**config.mk**
```make
export PLATFORM = sky130hd
export DESIGN_NAME = weight_bram_sequencer
export DESIGN_NICKNAME = d
export VERILOG_FILES = /design/src/rtl/weight_seq_pkg.sv /design/src/rtl/weight_seq_arbiter.sv /design/src/rtl/weight_bram_sequencer.sv
export SDC_FILE = /design/constraint.sdc
export NUM_CORES = 1
export LEC_CHECK = 0
export CORE_MARGIN = 1
export CORE_UTILIZATION = 39
export DETAILED_ROUTE_END_ITERATION = 10
export PLACE_DENSITY_LB_ADDON = 0.08
export SLEW_MARGIN = 0
export SYNTH_ARGS = -nofsm -noshare
export SYNTH_HDL_FRONTEND = slang
export SYNTH_HIERARCHICAL = 1
export SYNTH_SLANG_ARGS = --single-unit
```
**constraint.sdc**
```tcl
create_clock -name CLK -period 4.1 [get_ports CLK]
set_input_delay 0.615 -clock CLK [delete_from_list [all_inputs] [get_ports CLK]]
set_output_delay 0.615 -clock CLK [all_outputs]
set_load 0.02 [all_outputs]
```
**src/rtl/weight_seq_pkg.sv**
```systemverilog
// Shared types and defaults for the weight BRAM sequencer.
// Holds the FSM state enum, grant bundle and DEPTH/AW/DW defaults.
package weight_seq_pkg;

  localparam int DEPTH_DEF = 28;
  localparam int AW_DEF    = 5;
  localparam int DW_DEF    = 16;

  typedef enum logic [1:0] {
    IDLE  = 2'd0,
    LOAD  = 2'd1,
    READ  = 2'd2,
    DRAIN = 2'd3
  } wbseq_state_e;

  typedef struct packed {
    logic ld;
    logic rd;
  } gnt_t;

endpackage

```
**src/rtl/weight_seq_arbiter.sv**
```systemverilog
// Grants load or read requests while the sequencer is idle.
// Ports: en (idle), ld_req, rd_req -> gnt; clk/rst_n only with
// WBSEQ_ROUND_ROBIN_EN (alternating grants on contention), else
// load has fixed priority.
module weight_seq_arbiter
  import weight_seq_pkg::*;
(
`ifdef WBSEQ_ROUND_ROBIN_EN
  input  logic clk,
  input  logic rst_n,
`endif
  input  logic en,
  input  logic ld_req,
  input  logic rd_req,
  output gnt_t gnt
);

`ifdef WBSEQ_ROUND_ROBIN_EN
  // Remembers which side won the last contended grant;
  // resets to "read" so the first contention goes to load.
  logic last_rd_q;
  logic last_rd_d;

  always_comb begin
    gnt       = '0;
    last_rd_d = last_rd_q;
    if (en) begin
      if (ld_req && rd_req) begin
        if (last_rd_q) begin
          gnt.ld = 1'b1;
        end else begin
          gnt.rd = 1'b1;
        end
        last_rd_d = ~last_rd_q;
      end else begin
        gnt.ld = ld_req;
        gnt.rd = rd_req;
      end
    end
  end

  always_ff @(posedge clk or negedge rst_n) begin
    if (!rst_n) begin
      last_rd_q <= 1'b1;
    end else begin
      last_rd_q <= last_rd_d;
    end
  end
`else
  always_comb begin
    gnt    = '0;
    gnt.ld = en & ld_req;
    gnt.rd = en & rd_req & ~ld_req;
  end
`endif

endmodule

```
**src/rtl/weight_bram_sequencer.sv**
```systemverilog
// Sequences weight loads into, and burst reads out of, one BRAM port.
// Ports: CLK/RSTN, LD_* write stream, RD_* read stream, ABORT,
// BRAM port ADDR/DI/EN/WE/DO (negedge BRAM), BUSY/DONE status.
// Option: WBSEQ_ROUND_ROBIN_EN selects round-robin arbitration.
module weight_bram_sequencer
  import weight_seq_pkg::*;
#(
  parameter int DEPTH = DEPTH_DEF,
  parameter int AW    = AW_DEF,
  parameter int DW    = DW_DEF
) (
  input  logic          CLK,
  input  logic          RSTN,
  input  logic          LD_REQ,
  input  logic          LD_VALID,
  input  logic [DW-1:0] LD_DATA,
  output logic          LD_READY,
  input  logic          RD_REQ,
  output logic [DW-1:0] RD_DATA,
  output logic          RD_VALID,
  output logic          RD_LAST,
  input  logic          ABORT,
  output logic [AW-1:0] ADDR,
  output logic [DW-1:0] DI,
  output logic          EN,
  output logic          WE,
  input  logic [DW-1:0] DO,
  output logic          BUSY,
  output logic          DONE
);

  localparam logic [AW-1:0] LAST_ADDR = AW'(DEPTH - 1);

  wbseq_state_e  state_q, state_d;
  logic [AW-1:0] cnt_q, cnt_d;
  logic [DW-1:0] rd_data_q, rd_data_d;
  logic          rd_valid_q, rd_valid_d;
  logic          rd_last_q, rd_last_d;
  logic          done_q, done_d;

  logic en;
  logic we;
  logic ld_ready;
  logic last;
  logic drain_abort;
  gnt_t gnt;

  weight_seq_arbiter u_arb (
`ifdef WBSEQ_ROUND_ROBIN_EN
    .clk    (CLK),
    .rst_n  (RSTN),
`endif
    .en     (state_q == IDLE),
    .ld_req (LD_REQ),
    .rd_req (RD_REQ),
    .gnt    (gnt)
  );

  assign last = (cnt_q == LAST_ADDR);

  always_comb begin
    state_d    = state_q;
    cnt_d      = cnt_q;
    en         = 1'b0;
    we         = 1'b0;
    ld_ready   = 1'b0;
    rd_data_d  = '0;
    rd_valid_d = 1'b0;
    rd_last_d  = 1'b0;
    done_d     = 1'b0;
    unique case (state_q)
      IDLE: begin
        cnt_d = '0;
        if (gnt.ld) begin
          state_d = LOAD;
        end else if (gnt.rd) begin
          state_d = READ;
        end
      end
      LOAD: begin
        if (ABORT) begin
          state_d = IDLE;
          cnt_d   = '0;
        end else begin
          ld_ready = 1'b1;
          if (LD_VALID) begin
            en = 1'b1;
            we = 1'b1;
            if (last) begin
              state_d = IDLE;
              cnt_d   = '0;
              done_d  = 1'b1;
            end else begin
              cnt_d = cnt_q + AW'(1);
            end
          end
        end
      end
      READ: begin
        if (ABORT) begin
          // Address in this cycle is not issued and its
          // word never gets a valid beat.
          state_d = IDLE;
          cnt_d   = '0;
        end else begin
          en         = 1'b1;
          rd_valid_d = 1'b1;
          // BRAM has updated DO on the negedge of this cycle.
          rd_data_d  = DO;
          if (last) begin
            state_d   = DRAIN;
            cnt_d     = '0;
            rd_last_d = 1'b1;
            done_d    = 1'b1;
          end else begin
            cnt_d = cnt_q + AW'(1);
          end
        end
      end
      DRAIN: begin
        state_d = IDLE;
      end
      default: begin
        state_d = IDLE;
        cnt_d   = '0;
      end
    endcase
  end

  always_ff @(posedge CLK or negedge RSTN) begin
    if (!RSTN) begin
      state_q    <= IDLE;
      cnt_q      <= '0;
      rd_data_q  <= '0;
      rd_valid_q <= 1'b0;
      rd_last_q  <= 1'b0;
      done_q     <= 1'b0;
    end else begin
      state_q    <= state_d;
      cnt_q      <= cnt_d;
      rd_data_q  <= rd_data_d;
      rd_valid_q <= rd_valid_d;
      rd_last_q  <= rd_last_d;
      done_q     <= done_d;
    end
  end

  // The final word sits in registers during DRAIN, so an abort
  // there has to suppress it combinationally.
  assign drain_abort = (state_q == DRAIN) & ABORT;

  assign ADDR     = en ? cnt_q : '0;
  assign DI       = we ? LD_DATA : '0;
  assign EN       = en;
  assign WE       = we;
  assign LD_READY = ld_ready;
  assign RD_DATA  = rd_data_q;
  assign RD_VALID = rd_valid_q & ~drain_abort;
  assign RD_LAST  = rd_last_q & ~drain_abort;
  assign DONE     = done_q & ~drain_abort;
  assign BUSY     = (state_q != IDLE);

endmodule

```
=== Yosys cells after proc, flatten, opt, wreduce, memory -nomap -nowiden ===
Index checks and enable logic that the tools add are counted.

* Bitwise gates (word level): 9
* Reduce and logical (&&, ||, !) cells: 5
* Muxes and demuxes: 30
* Eq/ne operators: 8
* Add/sub/neg operators: 1

{| class="wikitable"
|+ Operator list
! cell !! count
|-
| $mux 16 || 3
|-
| $mux 5 || 5
|-
| $pmux 5 s3 || 1
|-
| $mux 2 || 7
|-
| $ne 3x3->1 const B || 4
|-
| $mux 1 || 11
|-
| $pmux 2 s4 || 1
|-
| $and 1x1->1 || 7
|-
| $add 5x1->5 const B || 1
|-
| $eq 5x5->1 const B || 1
|-
| $eq 2x2->1 const B || 2
|-
| $pmux 1 s2 || 2
|-
| $reduce_and 4->1 || 1
|-
| $reduce_bool 3->1 || 1
|-
| $eq 2x1->1 const B || 1
|-
| $logic_not 2->1 || 1
|-
| $not 1->1 || 2
|-
| $reduce_and 2->1 || 1
|-
| $reduce_bool 2->1 || 1
|}

* Output and inout bits: 44
* Input port bits: 38
* Flip-flop bits (word level): 26
* Logic and storage cells: 59

=== Depth between registers and ports, before layout ===
Gate-level depths: netlist of run 1.

* Depth after elaboration: 6
* Depth in mapped cells: 6

=== Hierarchy ===
Netlist of run 1, hierarchy kept.

{| class="wikitable"
|+ Modules (own cells, without submodules)
! module !! seq. area each (µm²) !! instances !! cells an instance !! area each (µm²)
|-
| weight_bram_sequencer || 650.6 || 1 || 120 || 1,277.5
|-
| weight_seq_arbiter || 0.0 || 1 || 2 || 16.3
|}

=== Least setup slack after synthesis of run 1 ===
No wires, ideal clock.

* Path type: flip-flop to output port
* From: register state_q[1]
* To: output DI[10]
* Buffers on the path: 1
* Data arrival time: 1.662 ns
* Cell stages (with the launch flop): 6
* Required time: 3.485 ns
* Slack: 1.823 ns
* Cell sequence: dfrtp_1 inv_1 ha_1 nor2b_1 clkbuf_1 and3_1

* Longest elaborated chain between the ends: 3

{| class="wikitable"
|+ Ends and longest elaborated chain
! item !! line !! source
|-
| from (decl) || weight_bram_sequencer.sv:34 || <nowiki>wbseq_state_e state_q, state_d;</nowiki>
|-
| from (signal assigned) || weight_bram_sequencer.sv:139 || <nowiki>state_q <= state_d;</nowiki>
|-
| $eq 2x1->1 || weight_bram_sequencer.sv:71 || <nowiki>unique case (state_q)</nowiki>
|-
| $mux 1 || weight_bram_sequencer.sv:71 ||
|-
| $mux 16 || weight_bram_sequencer.sv:153 || <nowiki>assign DI = we ? LD_DATA : '0;</nowiki>
|-
| to (decl) || weight_bram_sequencer.sv:24 || <nowiki>output logic [DW-1:0] DI,</nowiki>
|}

Every way passes these cells.

=== Worst setup path in the final report of run 1 ===
* From: input ABORT
* To: output DI[10]

* Longest elaborated chain between the ends: 3

{| class="wikitable"
|+ Ends and longest elaborated chain
! item !! line !! source
|-
| from (decl) || weight_bram_sequencer.sv:22 || <nowiki>input logic ABORT,</nowiki>
|-
| $mux 1 || weight_bram_sequencer.sv:81 || <nowiki>if (ABORT) begin</nowiki>
|-
| $mux 1 || weight_bram_sequencer.sv:71 ||
|-
| $mux 16 || weight_bram_sequencer.sv:153 ||
|}

Every way passes these cells.

==> impl_metrics.csv, run 1 <==
group,metric,value,unit
yosys,synth_commonest_cells,"dfrtp_1 (26), and2_1 (24), and3_1 (16)",
timing,setup_viol,0,
power,p_int,0.000601,W
clock_tree,cts_made_buffers,3,
timing,fin_crit_sh,82.3,%
timing,rsz0062_at_grt,"no",
power,ir_worst_vdd,257,uV
setup_path,slowest_delay,0.77,ns
layout,final_util,70.9,%
timing,hold_violations,0,
clock_tree,root_buffer,"clkbuf_4",
clock_tree,postCtsSetupBuffers,0,
timing,maxSlewHeadroom,26.4,%
global_routing,antenna_found_initial,0,
layout,nets,249,
route,routed_wl,3330,um
yosys,synth_ff_type,"dfrtp_1",
layout,n_antenna_cell,0,
route,vias_per_cell,4.92,
die,die_w,59.6,um
power,clkPwrFrac,19.1,%
route,wl_per_cell,13.4,um
route,drt-initial-drc-count,41,
yosys,synth_area_per_cell,10.6,sq um
die,ios,82,
outcome,outcome,"finished, final reports clean",
power,p_switching,0.000300,W
setup_path,start_kind,"input pin",
clock_tree,cts.clk_slew.worst_paths,0.13,ns
yosys,synthCells,122,
die,die_area,3550,sq um
place,port_buffers,81,
place,dp_hpwl,2570,um
setup_path,cpMostUsedCell,"clkdlybuf4s50_1",
yosys,synth.most_common_cell,"dfrtp_1",
setup_path,crit_fanout,18,
setup_path,path_cells,"clkdlybuf4s50_1 > nor2b_1 > and3_1 > clkdlybuf4s50_1",
setup_path,cpMaxStageDelayCell,"nor2b_1",
die,rows,20,
clock_tree,clkLatencyLatePin,0.32,ns
timing,maxSlewViolCount,0,
yosys,synth_edf_count,0,
global_routing,grtUsageTotal,19.1,%
route,drc,0,
die,initial_core_util,41.7,%
clock_tree,cts_resized,0,
global_routing,grt_first_pass_wirelength,5040,um
yosys,syn-num-nets,166,
timing,min_period,3.38,ns
yosys,synth_top_cell_by_area,"dfrtp_1",
layout,area_growth,70.1,%
power,swShare,33.3,%
clock_tree,cts_tree,"done",
yosys,synth_seq_cells,26,
global_routing,grt_overflow,0,
yosys,ys_types,33,
setup_path,cp_top_family,"buffers and inverters",
setup_path,cp-end-kind,"primary output",
power,power_density,409,nW/um^2
clock_tree,clock-sinks,26,
setup_path,arrival,2.76,ns
setup_path,required,3.48,ns
job,max_cap_violations,0,
setup_path,worstSetupPathType,"input pin to primary output",
power,p_comb_share,45.3,%
yosys,yosys_warnings,6,
global_routing,grt_pass1_vias,1108,
yosys,syn_area,1290,sq um
timing,setup_tns,0,ns
clock_tree,cts_max_level,1,
timing,final.setup_skew,0.00283,ns
yosys,yosysSeqAreaShare,50.3,%
place,placed_area,2150,sq um
worst_hold_path,hold_path.class,"register to register",
layout,design_area,2200,sq um
die,die_height,59.6,um
layout,layoutNonFillerInstCount,248,
clock_tree,clock_path_buffers,2,
layout,drive_gt1_share,5.39,%
setup_path,crit_buf_inv,2,
clock_tree,ctsHoldBuffers,0,
timing,worst_pin_slew,1.10,ns
yosys,synth_top_area_share,50.3,%
power,leakage,1.02,nW
die,core,3100,sq um
global_routing,grt_start_max_net_pins,27,
timing,timing.fmax,296,MHz
timing,whs,0.568,ns
place,gp_congestion,0.848,
setup_path,rrSetupSlack,1.97,ns
place,dp.cells,244,
route,dr.pass1.iters,4,
route,ant_nets,0,
yosys,netlist_top_cells_area,"dfrtp_1 (50%), and2_1 (12%), and3_1 (7.7%)",
power,seq_power_share,35.6,%
route,via_count,1219,
yosys,ys_async_sr_fraction,100,%
through the flow:
stage,setup WS (ns),total power [W]
after floorplan,1.82,0.000560
after CTS,0.784,0.000904
after global routing,0.616,0.000951
after detailed placement,0.787,0.000734
final,0.725,0.000901
after global placement,0.919,0.000719
worst paths after layout:
check,start,end,cells after the start
setup / recovery,ABORT,DI[10],4
hold / removal,cnt_q[0]$_DFFE_PN0P_,cnt_q[0]$_DFFE_PN0P_,1
setup reg to reg,state_q[1]$_DFFE_PN0P_,state_q[0]$_DFFE_PN0P_,5
hold reg to reg,cnt_q[0]$_DFFE_PN0P_,cnt_q[0]$_DFFE_PN0P_,1
max in group asynchronous,RSTN,cnt_q[4]$_DFFE_PN0P_,1
min in group asynchronous,RSTN,RD_DATA[10]$_DFF_PN0_,1
flip-flops by register name, indices dropped and copies added, names as in the netlist:
register / cells
RD_DATA: 16
done_q: 1
state_q: 2
rd_valid_q: 1
cnt_q: 5
rd_last_q: 1
worst reg2reg max path: cells and delay by family, from the launching register on:
family | cells | cell delay (ns)
compound gates | 1 | 0.27
fa+ha+maj | 1 | 0.22
buf+inv | 1 | 0.13
flops | 1 | 0.42
mux | 1 | 0.30
simple gates | 1 | 0.69
area by class of cell:
| cell class | count | area, sq um |
|---|---|---|
| Fill cell | 269 | 902 |
| Timing Repair Buffer | 81 | 811 |
| Sequential cell | 26 | 651 |
| Multi-Input combinational cell | 88 | 613 |
| Tap cell | 44 | 55.1 |
| Clock inverter | 1 | 30.0 |
| Clock buffer | 3 | 22.5 |
| Inverter | 5 | 18.8 |
power by group through the flow:
| stage | clock network [W] | logic (W) | registers [W] |
|---|---|---|---|
| floorplan | 0 | 0.000207 | 0.000354 |
| global placement | 0 | 0.000396 | 0.000324 |
| detailed placement | 0 | 0.000407 | 0.000327 |
| CTS | 0.000173 | 0.000410 | 0.000321 |
| global route | 0.000184 | 0.000442 | 0.000325 |
| finish | 0.000172 | 0.000408 | 0.000321 |
routing by layer:
metal,routed length (um),global-route usage (%)
met1,1280,20.7
met5,0,0
met3,173,5.46
met4,12,2.33
met2,1860,37.2
placed cells by master, fill, tap and decap left out, drive strengths merged, types with 2 or more instances in the layout:
| cell type | n |
|---|---|
| mux2 | 2 |
| nor2b | 2 |
| dfrtp | 26 |
| and3 | 16 |
| and2 | 25 |
| nand2 | 4 |
| clkdlybuf4s50 | 81 |
| nor2 | 3 |
| clkbuf | 3 |
| ha | 6 |
| o21ai | 5 |
| nor3 | 2 |
| nand2b | 4 |
| nand4 | 2 |
| inv | 5 |
kinds of logic (layout without fill, tap and decap cells):
logic type,after synthesis,count (layout),synth area share (%)
muxes,3,3,2.80
buffers and inverters,8,90,2.32
and+or+nand+nor,65,65,31.1
AOI/OAI and AO/OA,14,14,7.64
DFF,26,26,50.3
adders and majority gates,6,6,5.80
No activity file was read; power rests on OpenSTA's default activity.
==> inputs of run 2 (changes only) <==
- CORE_UTILIZATION: 39 -> 33
- clock period: 4.1 -> 3 ns (I/O delays scaled with it)
==> impl_metrics.csv, run 2 (synthesis gave the netlist of run 1 again) <==
group,metric,value,unit
power,power_density,544,nW/um^2
clock_tree,cts_max_level,1,
route,ant_nets,0,
timing,min_period,2.64,ns
outcome,outcome,"finished, final reports clean",
power,leakage,1.04,nW
die,ios,82,
worst_hold_path,hold_path.class,"input pin to asynchronous set/reset pin",
layout,n_antenna_cell,0,
timing,setup_tns,0,ns
power,ir_worst_vdd,358,uV
setup_path,crit_start,"state_q[0]$_DFFE_PN0P_",
setup_path,worstSetupPathType,"register to primary output",
setup_path,cp-end-kind,"primary output",
setup_path,rr_worst_depth,5,
timing,hold_violations,0,
layout,area_growth,72.4,%
timing,worst_pin_slew,0.792,ns
clock_tree,cts_made_buffers,3,
timing,fin_crit_sh,87.9,%
clock_tree,ctsHoldBuffers,0,
clock_tree,root_buffer,"clkbuf_8",
layout,final_cell_mix,"clkdlybuf4s50_1 (81), dfrtp_1 (26), and2_1 (24)",
die,die_w,64.6,um
route,dr.pass1.iters,4,
route,via_count,1231,
layout,nets,252,
global_routing,grt_overflow,0,
setup_path,worstReg2RegEnd,"state_q[0]$_DFFE_PN0P_",
route,wl_per_cell,12.3,um
global_routing,grt_start_max_net_pins,27,
die,die_height,64.6,um
place,port_buffers,81,
place,dp_hpwl,2500,um
timing,whs,0.544,ns
layout,drive_gt1_share,6.76,%
setup_path,rrSetupSlack,0.92,ns
die,initial_core_util,34.8,%
clock_tree,postCtsSetupBuffers,0,
setup_path,r2r_start,"state_q[1]$_DFFE_PN0P_",
layout,layoutNonFillerInstCount,255,
timing,timing.fmax,379,MHz
setup_path,required,2.55,ns
die,core,3720,sq um
timing,maxSlewViolCount,0,
job,max_cap_violations,0,
global_routing,antenna_found_initial,0,
global_routing,grt_pass1_vias,1152,
global_routing,grtUsageTotal,15.8,%
setup_path,arrival,2.19,ns
setup_path,start_kind,"register",
route,drt-initial-drc-count,33,
clock_tree,clkLatencyLatePin,0.26,ns
layout,final_util,60.0,%
clock_tree,clock-sinks,26,
layout,final_common_cell,"clkdlybuf4s50_1",
clock_tree,cts.clk_slew.worst_paths,0.08,ns
layout,largest_reg_flops,16,
timing,setup_viol,0,
timing,rsz0062_at_grt,"no",
die,rows,22,
clock_tree,cts_resized,0,
place,dp.cells,251,
global_routing,grt_first_pass_wirelength,5170,um
clock_tree,clock_path_buffers,2,
setup_path,crit_fanout,5,
route,drc,0,
route,vias_per_cell,4.83,
clock_tree,cts_tree,"done",
route,routed_wl,3150,um
timing,final.setup_skew,0.00219,ns
place,gp_congestion,0.783,
die,die_area,4180,sq um
timing,maxSlewHeadroom,47.1,%
-- run 2: changes by cell type in the layout (fill, tap and decap cells not counted) --
cell and change:
clkbuf_8 +4, bufinv_16 -1, clkbuf_4 -3, buf_4 +3
-- run 2: worst max-delay path by stage --
stage	endpoint	slack (ns)	cells after the start
5_1_grt	ADDR[0]	0.21	6
4_1_cts	ADDR[1]	0.32	6
6_report	ADDR[1]	0.36	6
3_5_place_dp	ADDR[1]	0.34	5
2_1_floorplan	DI[10]	0.89	5
3_3_place_gp	ADDR[1]	0.38	5
-- run 2: critical path, stage by stage, from the launching register on --
cell and delay [ns]:
dfrtp_1 0.41, inv_1 0.10, ha_1 0.31, nand2b_1 0.10
nor2_1 0.24, and2_1 0.17, clkdlybuf4s50_1 0.60
-- run 2: final cells by class --
class / instances / area, sq um
well taps: 48 / 60.1
multi-input cells: 88 / 613
flip-flops and latches: 26 / 651
inverters: 5 / 18.8
repair buffers: 84 / 833
fillers: 318 / 1490
clock buffers: 4 / 55.1
-- run 2: stage by stage --
step | total power, W | setup WS [ns] | instance area (sq um)
after CTS | 0.00123 | 0.318 | 2230
after detailed placement | 0.00101 | 0.339 | 2180
after global routing | 0.00130 | 0.207 | 2230
after global placement | 0.000993 | 0.383 | 2180
after floorplan | 0.000766 | 0.888 | 1290
final | 0.00121 | 0.363 | 2230
-- run 2: metal layers --
metal / routed length (um) / GRT usage (%)
met1: 1260 / 18.5
met2: 1500 / 27.4
met3: 380 / 5.99
met4: 15 / 3.33
met5: 0 / 0
-- run 2: report_power, final --
group          switching (W)  internal (W)  total [W]
Sequential         0.0000320      0.000408   0.000440
Combinational       0.000273      0.000283   0.000555
Clock               0.000102      0.000117   0.000219
==> inputs of run 3 (changes only) <==
- CORE_MARGIN: 1 -> 2
==> impl_metrics.csv, run 3 (synthesis gave the netlist of run 1 again) <==
group,metric,value,unit
route,wl_per_cell,12.9,um
clock_tree,clock_path_buffers,2,
outcome,outcome,"finished, final reports clean",
die,ios,82,
worst_hold_path,hold_path.class,"input pin to asynchronous set/reset pin",
setup_path,crit_buf_inv,2,
setup_path,cpMostUsedCell,"clkdlybuf4s50_1",
timing,rsz0062_at_grt,"no",
setup_path,cp-end-kind,"primary output",
global_routing,grt_pass1_vias,1169,
power,p_comb_share,43.6,%
setup_path,arrival,2.23,ns
timing,worst_pin_slew,0.774,ns
global_routing,antenna_found_initial,0,
power,power_density,571,nW/um^2
setup_path,required,2.55,ns
clock_tree,postCtsSetupBuffers,0,
power,p_int,0.000869,W
power,ir_worst_vdd,311,uV
setup_path,cp_top_family,"buffers and inverters",
global_routing,grt_first_pass_wirelength,5120,um
power,p_switching,0.000415,W
layout,drive_gt1_share,6.76,%
layout,largest_reg_flops,16,
clock_tree,root_buffer,"clkbuf_8",
timing,timing.fmax,373,MHz
route,ant_nets,0,
timing,maxSlewViolCount,0,
timing,hold_violations,0,
timing,min_period,2.68,ns
clock_tree,cts_resized,0,
power,clkPwrFrac,22.3,%
route,vias_per_cell,4.81,
power,leakage,1.04,nW
setup_path,slowest_delay,0.60,ns
route,dr.pass1.iters,5,
clock_tree,clock-sinks,26,
place,dp.cells,251,
setup_path,rr_worst_depth,5,
layout,layoutNonFillerInstCount,255,
power,seq_power_share,34.1,%
timing,setup_viol,0,
timing,final.setup_skew,0.0108,ns
clock_tree,clkLatencyLatePin,0.27,ns
layout,final_cell_mix,"clkdlybuf4s50_1 (81), dfrtp_1 (26), and2_1 (24)",
global_routing,grt_overflow,0,
route,routed_wl,3290,um
power,swShare,32.3,%
clock_tree,ctsHoldBuffers,0,
die,initial_core_util,34.8,%
setup_path,crit_fanout,7,
timing,maxSlewHeadroom,48.3,%
timing,setup_tns,0,ns
layout,nets,252,
clock_tree,cts_tree,"done",
route,drc,0,
layout,area_growth,73.7,%
job,max_cap_violations,0,
setup_path,cpMaxStageDelayCell,"clkdlybuf4s50_1",
clock_tree,cts.clk_slew.worst_paths,0.09,ns
die,die_height,66.6,um
route,via_count,1226,
place,port_buffers,81,
place,gp_congestion,0.761,
die,rows,22,
layout,n_antenna_cell,0,
route,drt-initial-drc-count,31,
die,core,3720,sq um
die,die_area,4440,sq um
timing,fin_crit_sh,89.3,%
setup_path,path_cells,"clkdlybuf4s50_1 > nand2b_1 > nor2_1 > and2_1 > clkdlybuf4s50_1",
global_routing,grtUsageTotal,15.1,%
global_routing,grt_start_max_net_pins,27,
clock_tree,cts_max_level,1,
setup_path,worstSetupPathType,"input pin to primary output",
die,die_w,66.6,um
place,dp_hpwl,2690,um
clock_tree,cts_made_buffers,3,
layout,final_common_cell,"clkdlybuf4s50_1",
setup_path,cp.depth,5,
setup_path,start_kind,"input pin",
## run 3: path summary, 6_finish.rpt
check,endpoint,from,slack [ns]
max,ADDR[3],ABORT,0.32
min,cnt_q[0]$_DFFE_PN0P_,RSTN,0.54
max reg2reg,state_q[0]$_DFFE_PN0P_,state_q[1]$_DFFE_PN0P_,0.91
min reg2reg,cnt_q[0]$_DFFE_PN0P_,cnt_q[0]$_DFFE_PN0P_,0.54
max in group asynchronous,state_q[1]$_DFFE_PN0P_,RSTN,2.20
min in group CLK,cnt_q[0]$_DFFE_PN0P_,cnt_q[0]$_DFFE_PN0P_,0.54
## run 3: through the flow
step,worst slack [ns],util [%],hold WS (ns),total power (W),instance area [sq um]
2_1_floorplan,0.888,-,0.154,0.000766,1290
3_3_place_gp,0.344,58.6,0.526,0.000995,2180
3_5_place_dp,0.298,58.6,0.535,0.00101,2180
4_1_cts,0.289,60.5,0.547,0.00130,2250
5_1_grt,0.178,60.5,0.559,0.00137,2250
6_report,0.320,60.5,0.538,0.00128,2250
## run 3: layer usage
| metal | vias up | GRT usage (%) | part of all wire (%) |
|---|---|---|---|
| li1 | 593 | - | - |
| met1 | 559 | 14.9 | 36 |
| met2 | 72 | 28.6 | 48 |
| met3 | 2 | 6.08 | 15 |
| met4 | 0 | 4.59 | 0.46 |
| met5 | - | 0 | 0 |
## run 3: final cells by class
cell class                      count  area, sq um
Timing Repair Buffer               84          833
Multi-Input combinational cell     88          613
Inverter                            5         18.8
Sequential cell                    26          651
Tap cell                           48         60.1
Clock buffer                        3         41.3
Clock inverter                      1         30.0
Fill cell                         337         1470
## run 3: power groups by stage
| stage | registers (W) | logic (W) | clock network [W] |
|---|---|---|---|
| after floorplan | 0.000483 | 0.000282 | 0 |
| after detailed placement | 0.000446 | 0.000567 | 0 |
| after global placement | 0.000442 | 0.000553 | 0 |
| after global routing | 0.000446 | 0.000611 | 0.000313 |
| final | 0.000438 | 0.000559 | 0.000286 |
| after CTS | 0.000440 | 0.000568 | 0.000296 |
